<file path="src/rtl/mmio_uart_tx_pkg.sv">
// Shared types and constants for the memory-mapped UART transmitter.
// Register offsets are relative to the block's BASE_ADDR.
package mmio_uart_tx_pkg;

    typedef enum logic [1:0] {
        TX_IDLE,
        TX_START,
        TX_DATA,
        TX_STOP
    } uart_tx_state_t;

    localparam logic [31:0] UART_DATA_OFFSET   = 32'h0000_0000;
    localparam logic [31:0] UART_STATUS_OFFSET = 32'h0000_0004;

    localparam int STS_BUSY_BIT  = 0;
    localparam int STS_EMPTY_BIT = 1;
    localparam int STS_FULL_BIT  = 2;
    localparam int STS_OVF_BIT   = 3;
    localparam int STS_COUNT_LSB = 8;

    function automatic logic [31:0] pack_status(
        input logic       busy,
        input logic       empty,
        input logic       full,
        input logic       ovf,
        input logic [7:0] count
    );
        logic [31:0] s;
        s                       = '0;
        s[STS_BUSY_BIT]         = busy;
        s[STS_EMPTY_BIT]        = empty;
        s[STS_FULL_BIT]         = full;
        s[STS_OVF_BIT]          = ovf;
        s[STS_COUNT_LSB +: 8]   = count;
        return s;
    endfunction

endpackage

</file>
<file path="src/rtl/mmio_uart_tx_if.sv">
// CPU store/load port as seen by the UART: store strobes/address/data in,
// load address in, STATUS value out.
interface mmio_uart_tx_if;
    import mmio_uart_tx_pkg::*;

    logic [3:0]  write;
    logic [31:0] write_address;
    logic [31:0] data_write;
    logic        read;
    logic [31:0] read_address;
    logic [31:0] data_read;

    modport master (
        output write,
        output write_address,
        output data_write,
        output read,
        output read_address,
        input  data_read
    );

    modport slave (
        input  write,
        input  write_address,
        input  data_write,
        input  read,
        input  read_address,
        output data_read
    );

endinterface

</file>
<file path="src/rtl/mmio_uart_tx_sync_fifo.sv">
// Single-clock FIFO with occupancy count. A push while full and a pop while
// empty are ignored; the caller decides how to report an overflow.
module mmio_uart_tx_sync_fifo
    import mmio_uart_tx_pkg::*;
#(
    parameter int WIDTH = 8,
    parameter int DEPTH = 8
) (
    input  logic                   clk_i,
    input  logic                   rst_i,
    input  logic                   push_i,
    input  logic                   pop_i,
    input  logic [WIDTH-1:0]       din_i,
    output logic [WIDTH-1:0]       dout_o,
    output logic                   empty_o,
    output logic                   full_o,
    output logic [$clog2(DEPTH):0] count_o
);

    localparam int AW = $clog2(DEPTH);
    localparam logic [AW:0] FULL_COUNT = (AW + 1)'(DEPTH);

    logic [WIDTH-1:0] mem_q [DEPTH];
    logic [AW-1:0]    wr_ptr_q, wr_ptr_d;
    logic [AW-1:0]    rd_ptr_q, rd_ptr_d;
    logic [AW:0]      count_q, count_d;
    logic             do_push;
    logic             do_pop;

    assign empty_o = (count_q == '0);
    assign full_o  = (count_q == FULL_COUNT);
    assign do_push = push_i && !full_o;
    assign do_pop  = pop_i && !empty_o;
    assign dout_o  = mem_q[rd_ptr_q];
    assign count_o = count_q;

    // Pointers wrap naturally because DEPTH is a power of two.
    always_comb begin
        wr_ptr_d = wr_ptr_q;
        rd_ptr_d = rd_ptr_q;
        count_d  = count_q;
        if (do_push) begin
            wr_ptr_d = wr_ptr_q + 1'b1;
        end
        if (do_pop) begin
            rd_ptr_d = rd_ptr_q + 1'b1;
        end
        case ({do_push, do_pop})
            2'b10:   count_d = count_q + 1'b1;
            2'b01:   count_d = count_q - 1'b1;
            default: count_d = count_q;
        endcase
    end

    always_ff @(posedge clk_i or posedge rst_i) begin
        if (rst_i) begin
            wr_ptr_q <= '0;
            rd_ptr_q <= '0;
            count_q  <= '0;
        end else begin
            wr_ptr_q <= wr_ptr_d;
            rd_ptr_q <= rd_ptr_d;
            count_q  <= count_d;
        end
    end

    always_ff @(posedge clk_i) begin
        if (do_push) begin
            mem_q[wr_ptr_q] <= din_i;
        end
    end

endmodule

</file>
<file path="src/rtl/mmio_uart_tx.sv">
// Memory-mapped 8N1 UART transmitter: DATA stores feed a byte FIFO, a
// baud-timed FSM serializes it on tx, STATUS is readable on the load port.
//
// state    | meaning
// TX_IDLE  | line high, waiting for a queued byte
// TX_START | start bit (low) for one bit time
// TX_DATA  | eight data bits, LSB first
// TX_STOP  | stop bit (high); chains straight into the next start if queued
module mmio_uart_tx
    import mmio_uart_tx_pkg::*;
#(
    parameter logic [31:0] BASE_ADDR    = 32'h8000_4000,
    parameter int          CLKS_PER_BIT = 16,
    parameter int          FIFO_DEPTH   = 8
) (
    input  logic          clk,
    input  logic          reset,
    mmio_uart_tx_if.slave bus,
    output logic          tx,
    output logic          tx_busy
);

    localparam int BW = $clog2(CLKS_PER_BIT);
    localparam int CW = $clog2(FIFO_DEPTH) + 1;
    localparam logic [BW-1:0] BAUD_RELOAD = BW'(CLKS_PER_BIT - 1);
    localparam logic [31:0]   DATA_ADDR   = BASE_ADDR + UART_DATA_OFFSET;
    localparam logic [31:0]   STATUS_ADDR = BASE_ADDR + UART_STATUS_OFFSET;

    uart_tx_state_t state_q, state_d;
    logic [BW-1:0]  baud_q, baud_d;
    logic [7:0]     shift_q, shift_d;
    logic [2:0]     idx_q, idx_d;
    logic           tx_q, tx_d;
    logic           ovf_q, ovf_d;

    logic           push;
    logic           pop;
    logic           ovf_clear;
    logic           status_sel;
    logic           fifo_empty;
    logic           fifo_full;
    logic [7:0]     fifo_dout;
    logic [CW-1:0]  fifo_count;
    logic           unused_data_hi;

    assign push       = bus.write[0] && (bus.write_address == DATA_ADDR);
    assign ovf_clear  = (bus.write != 4'b0000) && (bus.write_address == STATUS_ADDR);
    assign status_sel = bus.read && (bus.read_address == STATUS_ADDR);
    assign unused_data_hi = ^bus.data_write[31:8];

    assign bus.data_read = status_sel
        ? pack_status(tx_busy, fifo_empty, fifo_full, ovf_q, 8'(fifo_count))
        : 32'h0000_0000;

    assign tx      = tx_q;
    assign tx_busy = (state_q != TX_IDLE);

    mmio_uart_tx_sync_fifo #(
        .WIDTH (8),
        .DEPTH (FIFO_DEPTH)
    ) u_fifo (
        .clk_i   (clk),
        .rst_i   (reset),
        .push_i  (push),
        .pop_i   (pop),
        .din_i   (bus.data_write[7:0]),
        .dout_o  (fifo_dout),
        .empty_o (fifo_empty),
        .full_o  (fifo_full),
        .count_o (fifo_count)
    );

    // Fullness is judged on the registered count, so a same-cycle pop never
    // makes room for a push that arrives while full.
    always_comb begin
        ovf_d = ovf_q;
        if (push && fifo_full) begin
            ovf_d = 1'b1;
        end else if (ovf_clear) begin
            ovf_d = 1'b0;
        end
    end

    always_comb begin
        state_d = state_q;
        baud_d  = baud_q;
        shift_d = shift_q;
        idx_d   = idx_q;
        pop     = 1'b0;
        tx_d    = 1'b1;

        case (state_q)
            TX_IDLE: begin
                if (!fifo_empty) begin
                    pop     = 1'b1;
                    shift_d = fifo_dout;
                    baud_d  = BAUD_RELOAD;
                    state_d = TX_START;
                end
            end
            TX_START: begin
                if (baud_q == '0) begin
                    baud_d  = BAUD_RELOAD;
                    idx_d   = 3'd0;
                    state_d = TX_DATA;
                end else begin
                    baud_d = baud_q - 1'b1;
                end
            end
            TX_DATA: begin
                if (baud_q == '0) begin
                    baud_d = BAUD_RELOAD;
                    if (idx_q == 3'd7) begin
                        state_d = TX_STOP;
                    end else begin
                        shift_d = {1'b0, shift_q[7:1]};
                        idx_d   = idx_q + 1'b1;
                    end
                end else begin
                    baud_d = baud_q - 1'b1;
                end
            end
            TX_STOP: begin
                if (baud_q == '0) begin
                    if (!fifo_empty) begin
                        pop     = 1'b1;
                        shift_d = fifo_dout;
                        baud_d  = BAUD_RELOAD;
                        state_d = TX_START;
                    end else begin
                        state_d = TX_IDLE;
                    end
                end else begin
                    baud_d = baud_q - 1'b1;
                end
            end
            default: begin
                state_d = TX_IDLE;
            end
        endcase

        // Line level is registered from the next state so it lines up with
        // state_q after the edge.
        case (state_d)
            TX_START: tx_d = 1'b0;
            TX_DATA:  tx_d = shift_d[0];
            default:  tx_d = 1'b1;
        endcase
    end

    always_ff @(posedge clk or posedge reset) begin
        if (reset) begin
            state_q <= TX_IDLE;
            baud_q  <= '0;
            shift_q <= '0;
            idx_q   <= '0;
            tx_q    <= 1'b1;
            ovf_q   <= 1'b0;
        end else begin
            state_q <= state_d;
            baud_q  <= baud_d;
            shift_q <= shift_d;
            idx_q   <= idx_d;
            tx_q    <= tx_d;
            ovf_q   <= ovf_d;
        end
    end

endmodule

</file>
<file path="src/flat_wrapper.sv">
// flat-port wrapper written by rule: the top's interface ports become plain ports
module mmio_uart_tx_flat import mmio_uart_tx_pkg::*;
#(
    parameter logic [31:0] BASE_ADDR    = 32'h8000_4000,
    parameter int          CLKS_PER_BIT = 16,
    parameter int          FIFO_DEPTH   = 8
)
  (clk, reset, tx, tx_busy, bus_write, bus_write_address, bus_data_write, bus_read, bus_read_address, bus_data_read);
  mmio_uart_tx_if bus_i ();
  input  logic clk;
  input  logic reset;
  output logic tx;
  output logic tx_busy;
  input wire logic [$bits(bus_i.write)-1:0] bus_write;
  input wire logic [$bits(bus_i.write_address)-1:0] bus_write_address;
  input wire logic [$bits(bus_i.data_write)-1:0] bus_data_write;
  input wire logic [$bits(bus_i.read)-1:0] bus_read;
  input wire logic [$bits(bus_i.read_address)-1:0] bus_read_address;
  output wire logic [$bits(bus_i.data_read)-1:0] bus_data_read;
  assign bus_i.write = bus_write;
  assign bus_i.write_address = bus_write_address;
  assign bus_i.data_write = bus_data_write;
  assign bus_i.read = bus_read;
  assign bus_i.read_address = bus_read_address;
  assign bus_data_read = bus_i.data_read;
  mmio_uart_tx #(.BASE_ADDR(BASE_ADDR), .CLKS_PER_BIT(CLKS_PER_BIT), .FIFO_DEPTH(FIFO_DEPTH)) u_core (.clk(clk), .reset(reset), .bus(bus_i), .tx(tx), .tx_busy(tx_busy));
endmodule
</file>
<file path="config.mk">
export PLATFORM = sky130hd
export DESIGN_NAME = mmio_uart_tx_flat
export DESIGN_NICKNAME = d
export VERILOG_FILES = /design/src/rtl/mmio_uart_tx_pkg.sv /design/src/rtl/mmio_uart_tx_if.sv /design/src/rtl/mmio_uart_tx_sync_fifo.sv /design/src/rtl/mmio_uart_tx.sv /design/src/flat_wrapper.sv
export SDC_FILE = /design/constraint.sdc
export NUM_CORES = 1
export LEC_CHECK = 0
export CAP_MARGIN = 20
export CORE_ASPECT_RATIO = 1.2
export CORE_MARGIN = 2
export CORE_UTILIZATION = 51
export DETAILED_ROUTE_END_ITERATION = 6
export GPL_TIMING_DRIVEN = 0
export PLACE_DENSITY = 0.84
export SLEW_MARGIN = 20
export SYNTH_ARGS = -nofsm -noshare
export SYNTH_HDL_FRONTEND = slang
export SYNTH_SLANG_ARGS = --single-unit
</file>
<file path="constraint.sdc">
create_clock -name clk -period 5.03 [get_ports clk]
set_clock_uncertainty 0.2 [all_clocks]
set_input_delay 0.7545 -clock clk [delete_from_list [all_inputs] [get_ports clk]]
set_output_delay 0.7545 -clock clk [all_outputs]
set_load 0.05 [all_outputs]
</file>
# After elaboration in Yosys (flattened, before gate mapping)
# Memories as Yosys holds them, arrays and structs flattened.
# Index checks and enable logic that the tools add are counted.
dict set report totals {
  reg_bits 29
  mem_bits_rw 64
  inputBits 103
  output_inout_bits 34
  elab_cells 83
  mem_count 1
}
dict set report classes {
  add_sub_neg 6
  eq_ne 16
  n_mux 30
  n_reduce_logical 20
}
# memory depth word_bits read_ports rd_clocked_by_memory_dff write_ports line_no
set memory_table {}
lappend memory_table {u_core.u_fifo.mem_q 8 8 1 0 1 mmio_uart_tx_sync_fifo.sv:23} ;# logic [WIDTH-1:0] mem_q [DEPTH];
# cell count
set ops {}
lappend ops {{32-bit equality test, second input constant} 3}
lappend ops {{8-bit 2-to-1 mux} 4}
lappend ops {{8-bit case mux with 3 select lines} 1}
lappend ops {{12-bit 2-to-1 mux} 1}
lappend ops {{4-bit 2-to-1 mux} 3}
lappend ops {{4-bit case mux with 3 select lines} 1}
lappend ops {{2-bit 2-to-1 mux} 5}
lappend ops {{3-bit by 1-bit adder with 3-bit output, second input constant} 3}
lappend ops {{3-bit 2-to-1 mux} 3}
lappend ops {{2-bit equality test, second input constant} 4}
lappend ops {{4-bit zero test} 2}
lappend ops {{2-bit case mux with 4 select lines} 1}
lappend ops {{4-bit case mux with 2 select lines} 1}
lappend ops {{4-bit AND reduction} 2}
lappend ops {{2-bit nonzero test} 4}
lappend ops {{4-bit by 1-bit subtractor with 4-bit output, second input constant} 2}
lappend ops {{1-bit 2-to-1 mux} 7}
lappend ops {{2-bit by 1-bit equality test with 1-bit output, second input constant} 3}
lappend ops {{1-bit logical AND} 6}
lappend ops {{2-bit by 1-bit != test with 1-bit output, second input constant} 3}
lappend ops {{3-bit case mux with 2 select lines} 1}
lappend ops {{4-bit by 1-bit adder with 4-bit output, second input constant} 1}
lappend ops {{4-bit equality test, second input constant} 1}
lappend ops {{1-bit case mux with 2 select lines} 2}
lappend ops {{7 further kinds} 8}

# Depth between registers and ports, before layout
dict set report depth {
  depth_word 7
  ltp_mapped 12
  mapped_depth_nobuf 12
}

# Hierarchy
# Synthesis repeated with hierarchy kept, for this count alone.
dict set report hier_totals {
  cells_unflattened 361
  area_unflattened_um2 4803.4
}
# module instances cells_each area_per_inst_um2
set by_module_without_submodules {}
lappend by_module_without_submodules {mmio_uart_tx_sync_fifo 1 161 3138.0}
lappend by_module_without_submodules {mmio_uart_tx 1 200 1665.3}

# Least setup slack after synthesis
# OpenSTA, ideal clock, no wires.
dict set report synth_path {
  path_type {input to output}
  from {input bus_read_address[29]}
  to {output bus_data_read[0]}
  arrival_time_ns 2.835
  setup_slack_ns 1.240
  cell_stages 3
  n_path_buf 0
  cell_sequence {nor4b_1 > nand4_1 > nor4_1}
}
dict set report synth_between {
  elab_chain_len 3
}
# item line_no
set synth_lines {}
lappend synth_lines {{start, declared} flat_wrapper.sv:18} ;# input wire logic [$bits(bus_i.read_address)-1:0] bus_read_address;
lappend synth_lines {{32-bit equality test} mmio_uart_tx.sv:48} ;# assign status_sel = bus.read && (bus.read_address == STATUS_ADDR);
lappend synth_lines {{1-bit logical AND} mmio_uart_tx.sv:48}
lappend synth_lines {{12-bit 2-to-1 mux} mmio_uart_tx.sv:52} ;# ? pack_status(tx_busy, fifo_empty, fifo_full, ovf_q, 8'(fifo_count))
lappend synth_lines {{end, declared} flat_wrapper.sv:19} ;# output wire logic [$bits(bus_i.data_read)-1:0] bus_data_read;
# Every way passes these cells.

# Worst setup path after layout
dict set report layout_path {
  from {input bus_read_address[12]}
  to {output bus_data_read[0]}
}
# Same word-level chain as after synthesis.

==> implementation parameters <==
Parameter                              Value

Place
  Count of port buffers added during placement    88
  Final estimated routing congestion in global placement    just over 0.8
  Post-detailed-placement half-perimeter wirelength    7.498 mm
  Worst slack at placement    765.0 ps

Clocking
  Post-CTS setup buffer count    0
  Maximum count of clock buffers along a single path    2
  Hold buffer count at cts    0
  CTS sink count    93
  Clock H-tree levels    3
  Post-CTS Resized    0
  Root buffer cell    sky130_fd_sc_hd__clkbuf_8
  Clock transition at the registers of the reported paths    around 90 ps
  Clock buffers created by TritonCTS    9
  Insertion delay of the later-clocked pin in the worst-skew pair    360 ps
  TritonCTS clock tree    yes

Synthesis
  Fraction of post-synthesis cell area in the top cell type by area    41.89%
  Library cell occupying the most area in the post-synthesis netlist    sky130_fd_sc_hd__edfxtp_1
  Number of enable-type register cells in the synthesized netlist    64
  Distinct cells, synth    57
  Syn Area/Cell    around 13 um2
  Share of the yosys chip area belonging to registers    57.73%
  Register bit total from synthesis    93
  Post-Syn Area    0.004588 mm2
  Cells taking the most area after synthesis    sky130_fd_sc_hd__edfxtp_1, sky130_fd_sc_hd__dfrtp_1, sky130_fd_sc_hd__mux4_2
  Top FF cell, synth    sky130_fd_sc_hd__edfxtp_1
  Yosys warning count    0
  Synth async-reset ratio    a little under a third
  Library cell with the highest instance count after synthesis    sky130_fd_sc_hd__edfxtp_1
  Gate count of the mapped netlist    about 350
  Commonest cells in the synthesized netlist    sky130_fd_sc_hd__edfxtp_1, sky130_fd_sc_hd__dfrtp_1, sky130_fd_sc_hd__buf_4, sky130_fd_sc_hd__nand2_1, sky130_fd_sc_hd__nor2_1

Timing
  Fin. max-slew vios    0
  Setup repair after global routing missed its margin    no
  Final hold vios    0
  Slew @ Worst Pin    925.7 ps
  Final setup fails    0
  Crit share post-route    82.60%
  Setup TNS    0 ps
  Headroom to the max-slew limit    38.06%
  Worst path setup slack after routing    ~900 ps
  Highest Clock Rate    240.7 MHz
  Clock period minus final worst setup slack    4155 ps

Global routing
  Global-route wire length before repair    16.73 mm
  Number of antenna violations at the first check in global routing    0
  Via count of the first global-routing pass    3308
  Global route overflow    0
  Global routing usage summed across all routing layers    22.26%
  Largest net degree at the start of global routing    30

Pwr
  Total power divided by cell area    268.0 mW/mm2
  IR drop worst, VDD    about 280 uV
  Static leakage    2.280 nW

Critical path
  Cell-by-cell listing of the critical path    clkdlybuf4s50_1, nor4b_1, nand4_1, nor4_1, clkdlybuf4s50_1
  Critical path required time    4080 ps
  Worst path slowest cell    sky130_fd_sc_hd__clkdlybuf4s50_1
  Source of the critical timing path    bus_read_address[12]
  Largest delay contributor family on the critical path    buffers and inverters
  Startpoint Class    input pin
  Most frequent cell on the critical path    sky130_fd_sc_hd__clkdlybuf4s50_1
  Start-to-end type of the worst setup path    in2out
  Maximum fanout along the worst path    6
  Critical Path End Type    primary output
  Worst path max stage delay    between 800 and 900 ps
  Worst flop-to-flop path startpoint    u_core.state_q[0]
  Critical path arrival    about 3200 ps
  Sum of buffers and inverters on the critical path    2

Run
  MaxCap Viol Count    0

Cells and area
  Storage element area    between 0.002 and 0.003 mm2
  Area of combinational cells with multiple inputs    0.001780 mm2
  Growth of design area from synthesis to finish    30.19%
  Count of nets after finishing    595
  Filler Cells Inserted    roughly 600
  Diodes inserted    0
  Share of final-layout standard cells stronger than drive strength 1    approximately 15%

Detailed routing
  Avg WL per Cell    ~17 um
  Routed Wire Length    10.44 mm
  DR vias    3339
  DRT Pass-1 Iters    6
  Number of antenna-violating nets in the routed design    0
  Iteration-0 DRC count of the detailed router    slightly below 200
  Number of remaining DRC errors    0
  Via/cell ratio    roughly 5.6

Hold path
  Worst hold path startpoint    u_core.shift_q[7]
  Class of the tightest hold or removal check    reg2reg

Die
  Number of top-level design ports    137
  Number of placement rows    37
  Height of the die    107.9 um
  Initial core utilization    53.00%
  Area of the core region    0.008657 mm2
  Die Area    0.009774 mm2
  Overall die width    90.59 um

Run status
  Outcome    completed
worst paths after layout:
path	endpoint	slack [ps]	cells after the start
setup reg to reg	u_core.u_fifo.count_o[3]	1490	12
hold / removal	u_core.shift_q[7]	290	1
setup / recovery	bus_data_read[0]	880	5
hold reg to reg	u_core.shift_q[7]	290	1
max in group asynchronous	u_core.state_q[1]	3630	2
min in group asynchronous	u_core.u_fifo.wr_ptr_q[0]	590	2
metrics by stage:
step	area (um2)	power (mW)	cells	util, %	hold WS (ps)
floorplan	4674	0.9718	377	-	250.1
global placement	5702	1.049	582	65.86	269.5
detailed placement	5734	1.055	584	66.24	269.1
CTS	5967	1.607	600	68.93	289.1
global route	5973	1.660	600	69.00	319.2
finish	5973	1.601	600	69.00	289.7
report_power, final:
group / switching, mW / internal [mW] / total (mW)
Clock: 0.274 / 0.286 / 0.561
Combinational: 0.0905 / 0.0965 / 0.187
Sequential: 0.0141 / 0.839 / 0.853
cells by family after synthesis:
logic type	count (synthesis)	share of synthesized area [%]
other	1	0.08173
XOR/XNOR	8	1.527
AND/OR/NAND/NOR	98	11.81
buffers and inverters	48	5.972
multiplexers	26	9.081
adder cells (fa/ha/maj)	14	3.982
AO/OA/AOI/OAI	66	9.818
flip-flops	93	57.73
layer usage:
layer	routed length (um)	track usage, %	up-vias
li1	-	-	1570
met1	4101	25.82	1631
met2	5532	40.94	126
met3	681	5.602	12
met4	125	6.374	0
met5	0	0	-
flip-flops by register name (all words and copies together) (netlist names):
name	flops
u_core.u_fifo.mem_q	64
u_core.shift_q	8
u_core.baud_q	4
u_core.u_fifo.count_o	4
u_core.idx_q	3
u_core.u_fifo.rd_ptr_q	3
u_core.u_fifo.wr_ptr_q	3
u_core.state_q	2
u_core.ovf_q	1
u_core.tx	1
cell usage in the layout (no fill, tap or decap), types with 4 or more instances in the layout:
| cell type | instances |
|---|---|
| sky130_fd_sc_hd__nor3_1 | 8 |
| sky130_fd_sc_hd__nand2_1 | 18 |
| sky130_fd_sc_hd__nand3_1 | 6 |
| sky130_fd_sc_hd__o21ai_0 | 17 |
| sky130_fd_sc_hd__and2_1 | 5 |
| sky130_fd_sc_hd__o21a_1 | 4 |
| sky130_fd_sc_hd__ha_1 | 13 |
| sky130_fd_sc_hd__mux2_2 | 5 |
| sky130_fd_sc_hd__nand4_1 | 5 |
| sky130_fd_sc_hd__buf_4 | 24 |
| sky130_fd_sc_hd__clkdlybuf4s50_1 | 88 |
| sky130_fd_sc_hd__conb_1 | 24 |
| sky130_fd_sc_hd__mux4_2 | 12 |
| sky130_fd_sc_hd__nor2_1 | 18 |
| sky130_fd_sc_hd__mux2i_1 | 9 |
| sky130_fd_sc_hd__nor4_1 | 13 |
| sky130_fd_sc_hd__a22o_1 | 10 |
| sky130_fd_sc_hd__edfxtp_1 | 64 |
| sky130_fd_sc_hd__clkbuf_8 | 9 |
| sky130_fd_sc_hd__clkbuf_1 | 6 |
| sky130_fd_sc_hd__xnor2_1 | 5 |
| sky130_fd_sc_hd__a21oi_1 | 12 |
| sky130_fd_sc_hd__inv_1 | 10 |
| sky130_fd_sc_hd__nor4b_1 | 7 |
| sky130_fd_sc_hd__buf_2 | 5 |
| sky130_fd_sc_hd__dfrtp_1 | 28 |
layout make-up:
type                       count  area share [%]
multi-input combinational    236           29.81
inverter                      12          0.7541
clock buffer                   9           2.074
buffer                        36           3.833
timing repair buffer          90           14.91
clock inverter                 7           1.822
tap                          117           2.451
sequential                    93           44.34
Note: power is estimated with default switching activity, not from simulation.
